<file path="src/rtl/handshake_constant_seq_pkg.sv">
// rtl/handshake_constant_seq_pkg.sv - shared constants and helpers for the constant-sequence handshake source
//
// Contents:
//   HS_CONST_SEQ_MAX_DEPTH - largest table depth the block is built for
//   clog2_min1(n)          - ceil(log2(n)), never less than 1 (index width)
package handshake_constant_seq_pkg;

  localparam int HS_CONST_SEQ_MAX_DEPTH = 256;

  // Bounded loop so the function stays elaboration-friendly for any tool.
  function automatic int clog2_min1(input int n);
    int r;
    r = 0;
    for (int i = 0; i < 31; i++) begin
      if ((1 << i) < n) r = i + 1;
    end
    return (r < 1) ? 1 : r;
  endfunction

endpackage

</file>
<file path="src/rtl/handshake_skid_buf.sv">
// rtl/handshake_skid_buf.sv - two-entry skid buffer with a registered upstream ready
//
// Ports:
//   clk, rst                     rising-edge clock, asynchronous active-low reset
//   in_tdata/in_tvalid/in_tready upstream stream; in_tready comes straight from a flop
//   out_tdata/out_tvalid/out_tready downstream stream; out_tdata is registered
module handshake_skid_buf
  import handshake_constant_seq_pkg::*;
#(
  parameter int WIDTH = 33
) (
  input  logic             clk,
  input  logic             rst,
  input  logic [WIDTH-1:0] in_tdata,
  input  logic             in_tvalid,
  output logic             in_tready,
  output logic [WIDTH-1:0] out_tdata,
  output logic             out_tvalid,
  input  logic             out_tready
);

  logic [WIDTH-1:0] main_q;
  logic [WIDTH-1:0] skid_q;
  logic             main_v;
  logic             skid_v;
  logic             push;
  logic             pop;

  // The skid slot only fills while the main slot is full, so "skid occupied"
  // is exactly "both entries full" and ready can be taken from that flop.
  assign in_tready  = !skid_v;
  assign push       = in_tvalid && !skid_v;
  assign pop        = main_v && out_tready;
  assign out_tdata  = main_q;
  assign out_tvalid = main_v;

  always_ff @(posedge clk or negedge rst) begin
    if (!rst) begin
      main_q <= '0;
      skid_q <= '0;
      main_v <= 1'b0;
      skid_v <= 1'b0;
    end else if (!main_v || pop) begin
      // Main slot frees up: refill from the skid slot first to keep order.
      if (skid_v) begin
        main_q <= skid_q;
        main_v <= 1'b1;
        skid_v <= 1'b0;
      end else begin
        main_v <= push;
        if (push) main_q <= in_tdata;
      end
    end else if (push) begin
      skid_q <= in_tdata;
      skid_v <= 1'b1;
    end
  end

endmodule

</file>
<file path="src/rtl/handshake_constant_seq.sv">
// rtl/handshake_constant_seq.sv - emits one table constant per accepted control token, wrapping at DEPTH
//
// Build option: HANDSHAKE_CONSTANT_SEQ_SKID_EN selects a two-entry skid buffer
// with registered ctrl_ready; otherwise a single output register is used.
//
// Ports:
//   clk, rst                 rising-edge clock, asynchronous active-low reset
//   ctrl_valid/ctrl_ready    control token handshake
//   rewind                   restart the sequence at entry 0
//   outs/outs_last           current constant and "entry DEPTH-1" marker
//   outs_valid/outs_ready    output handshake
module handshake_constant_seq
  import handshake_constant_seq_pkg::*;
#(
  parameter int                          DATA_WIDTH = 32,
  parameter int                          DEPTH      = 4,
  parameter logic [DEPTH*DATA_WIDTH-1:0] TABLE      = '0
) (
  input  logic                  clk,
  input  logic                  rst,
  input  logic                  ctrl_valid,
  output logic                  ctrl_ready,
  input  logic                  rewind,
  output logic [DATA_WIDTH-1:0] outs,
  output logic                  outs_last,
  output logic                  outs_valid,
  input  logic                  outs_ready
);

  localparam int               IDX_W    = clog2_min1(DEPTH);
  localparam logic [IDX_W-1:0] LAST_IDX = IDX_W'(DEPTH - 1);

  logic [IDX_W-1:0]      idx;
  logic [IDX_W-1:0]      sel_idx;
  logic [DATA_WIDTH-1:0] tok_data;
  logic                  tok_last;
  logic                  accept;

  // A rewind coinciding with an accept makes that token use entry 0.
  assign sel_idx  = rewind ? '0 : idx;
  assign tok_last = (sel_idx == LAST_IDX);
  assign accept   = ctrl_valid && ctrl_ready;

  always_comb begin
    tok_data = '0;
    for (int i = 0; i < DEPTH; i++) begin
      if (sel_idx == IDX_W'(i)) tok_data = TABLE[i*DATA_WIDTH +: DATA_WIDTH];
    end
  end

  // Explicit wrap keeps non-power-of-two depths legal; DEPTH=1 always sees
  // tok_last and therefore holds idx at 0.
  always_ff @(posedge clk or negedge rst) begin
    if (!rst) begin
      idx <= '0;
    end else if (accept) begin
      idx <= tok_last ? '0 : sel_idx + 1'b1;
    end else if (rewind) begin
      idx <= '0;
    end
  end

`ifdef HANDSHAKE_CONSTANT_SEQ_SKID_EN
  logic [DATA_WIDTH:0] buf_tdata;

  handshake_skid_buf #(
    .WIDTH(DATA_WIDTH + 1)
  ) u_skid (
    .clk       (clk),
    .rst       (rst),
    .in_tdata  ({tok_last, tok_data}),
    .in_tvalid (ctrl_valid),
    .in_tready (ctrl_ready),
    .out_tdata (buf_tdata),
    .out_tvalid(outs_valid),
    .out_tready(outs_ready)
  );

  assign {outs_last, outs} = buf_tdata;
`else
  logic [DATA_WIDTH:0] out_q;
  logic                out_v;

  assign ctrl_ready        = !out_v || outs_ready;
  assign outs_valid        = out_v;
  assign {outs_last, outs} = out_q;

  always_ff @(posedge clk or negedge rst) begin
    if (!rst) begin
      out_q <= '0;
      out_v <= 1'b0;
    end else if (accept) begin
      out_q <= {tok_last, tok_data};
      out_v <= 1'b1;
    end else if (outs_ready) begin
      out_v <= 1'b0;
    end
  end
`endif

endmodule

</file>
<file path="config.mk">
export PLATFORM = sky130hd
export DESIGN_NAME = handshake_constant_seq
export DESIGN_NICKNAME = d
export VERILOG_FILES = /design/src/rtl/handshake_constant_seq_pkg.sv /design/src/rtl/handshake_skid_buf.sv /design/src/rtl/handshake_constant_seq.sv
export SDC_FILE = /design/constraint.sdc
export NUM_CORES = 1
export LEC_CHECK = 0
export BUFFER_PORTS_ARGS = -buffer_cell sky130_fd_sc_hd__buf_2
export CORE_AREA = 2 2 39 41
export DETAILED_ROUTE_END_ITERATION = 16
export DIE_AREA = 0 0 41 43
export HOLD_SLACK_MARGIN = 0.1
export PLACE_DENSITY = 0.73
export SYNTH_ARGS = -nofsm -noshare
export SYNTH_HDL_FRONTEND = slang
export SYNTH_HIERARCHICAL = 1
export SYNTH_SLANG_ARGS = --single-unit
</file>
<file path="constraint.sdc">
create_clock -name clk -period 1.5 [get_ports clk]
set_input_delay 0.3 -clock clk [delete_from_list [all_inputs] [get_ports clk]]
set_output_delay 0.3 -clock clk [all_outputs]
set_load 0.1 [all_outputs]
</file>
==> results.toml <==
[die]
core-area_sq_um = 1380
die_h_um = 43
rows = 14
io_pins = 40
die_width_um = 41
start_util_pct = 31.9
die_area_sq_um = 1760

[setup_path]
r2r_slack_ns = 0.33
crit_slowest_cell = "buf_2"
start_kind = "flop"
crit_family = "buffers and inverters"
slowest_delay_ns = 0.43
cp_max_fo = 2
critical_path_arrival_ns = 1.08
critPathRequiredTime_ns = 1.20
path_depth = 1
worstSetupPathType = "reg2out"
crit_chain = "buf_2"
crit_path_end_kind = "output pin"
crit_buf_inv = 1
reg2reg_depth = 3

[synthesis]
syn-instance-count = 46
syn_avg_cell_area_sq_um = 9.60
ys_types = 11
yosysWarningCount = 6
netlist_area_sq_um = 442
ys_seq_area_share_pct = 22.7
synth-seq-cells = 4

[sta]
setup-tns-final_ns = 0
fin_crit_sh_pct = 92.2
hold_violations = 0
rsz0062_at_grt = "no"
setup_viol = 0
clock.fmax_mhz = 723
period_minus_slack_ns = 1.38
finalClockSkew_ns = 0.00586
drv_slew = 0

[grt]
grt_max_degree = 5
antenna_found_initial = 0
grt_use_total_pct = 6.11
grt_pass1_wl_um = 593
grt_pass1_vias = 161
grt-ovfl-total = 0

[hold_path]
min_path_type = "in2reg"
hold_depth = 2

[route]
drc_errors = 0
routed_wl_um = 484
dr_total_vias = 216
dr_wl_met2_um = 290
via_per_inst = 2.96
dr.max_layer_used = "met4"
ant_nets = 0
wire_per_inst_um = 6.63
drt-pass1-iter-count = 1
wl_met3_um = 67
drtIter0Drc = 0
wl_met1_um = 114

[clock_tree]
clockBufferDepth = 2
post_cts_buffers = 0
clk_latency_ns = 0.24
cts_tree = "done"
root_buffer = "clkbuf_4"
clk_pin_slew_ns = 0.04
cts_buffers = 3
htree_levels = 1
cts_sinks = 4

[cells_and_area]
drive_gt1_share_pct = 26.3
diodes = 0
fillerInstances = 155
fin_nets = 64
area_delta_synth_final_pct = -3.12
design_area_sq_um = 428

[pwr]
leakage_nw = 0.264
ir_worst_vdd_uv = 409
powerDensity_nw_per_um2 = 1640

[placed_design]
port_buffers = 7
place_area_sq_um = 392
place_congestion = 0.533
dp_hpwl_um = 397

[job]
drv_cap = 0

[outcome]
outcome = "complete, no violations"
-- final timing paths --
| kind | start | to |
|---|---|---|
| max in group asynchronous | rst | outs_valid |
| worst min register to register | out_q[32] | out_q[32] |
| worst max register to register | idx[0] | idx[1] |
| worst max-delay path | outs_valid | outs_valid |
| min in group asynchronous | rst | idx[1] |
| worst min-delay path | ctrl_valid | outs_valid |
-- cell usage in the layout (no fill, tap or decap) --
cell type      netlist  layout
ha_1                 1       1
or2b_1               1       1
clkbuf_4             0       3
nand2_4              1       1
conb_1               1      32
nand2b_4             1       1
dfrtp_1              4       3
xnor2_1              1       1
nor2b_1              1       1
buf_12               0       1
dlygate4sd3_1        0       1
dfrtp_4              0       1
mux2_4               2       2
clkbuf_1             0       1
buf_2                0       6
and2b_1              1       1
-- sequential cells by signal, summed over array words and instances, names as in the netlist --
signal / cells
outs_valid: 1
out_q: 1
idx: 2
-- report_power, final --
part	internal, mW	leakage [nW]	total (mW)	switching, mW
Combinational	0.0324	0.200	0.431	0.399
Clock	0.0999	0.0150	0.145	0.0451
Sequential	0.120	0.0498	0.124	0.00386
Total	0.252	0.264	0.700	0.448
-- metal layers --
layer / vias to the layer above / track usage, %
li1: 97 / -
met1: 97 / 3.19
met2: 20 / 9.38
met3: 2 / 1.57
met4: 0 / 12.0
met5: - / 0
-- stage by stage --
step / setup slack (ns) / utilization, % / instances / total power [mW] / hold WS [ns]
after floorplan: 0.0339 / - / 77 / 0.596 / 0.00441
after global placement: 0.263 / 28.3 / 68 / 0.551 / 0.104
after detailed placement: 0.251 / 28.3 / 68 / 0.553 / 0.107
after CTS: 0.0993 / 30.9 / 73 / 0.707 / 0.288
after global routing: 0.0875 / 30.9 / 73 / 0.725 / 0.310
final: 0.117 / 30.9 / 73 / 0.700 / 0.295
-- synth_stat cells (all sizes together) --
cell type  count  area [sq um]
and2b          1          7.51
buf           32           240
conb           1          3.75
dfrtp          4           100
ha             1          12.5
mux2           2          30.0
nand2          1          11.3
nand2b         1          13.8
nor2b          1          6.26
or2b           1          7.51
xnor2          1          8.76
-- area by class of cell --
cell class                 instances  area [sq um]  area share [%]
clock buffer                       4          26.3            6.14
multi-input combinational         41           218            50.9
sequential                         4           104            24.3
tap                               16          20.0            4.68
timing repair buffer               8          60.1            14.0
-- kinds of logic after synthesis --
kind of cell / share of synthesized area (%)
muxes: 6.80
DFF: 22.7
buffers and inverters: 54.4
other: 0.849
adders and majority gates: 2.83
xor gates and xnor gates: 1.98
and+or+nand+nor: 10.5
-- what timing repair did --
| action | in CTS | in global routing |
|---|---|---|
| endpoints found under the hold margin | 4 | 0 |
| gates resized for setup | 0 | 0 |
| hold buffers | 1 | 0 |
No activity file was read; power rests on OpenSTA's default activity.
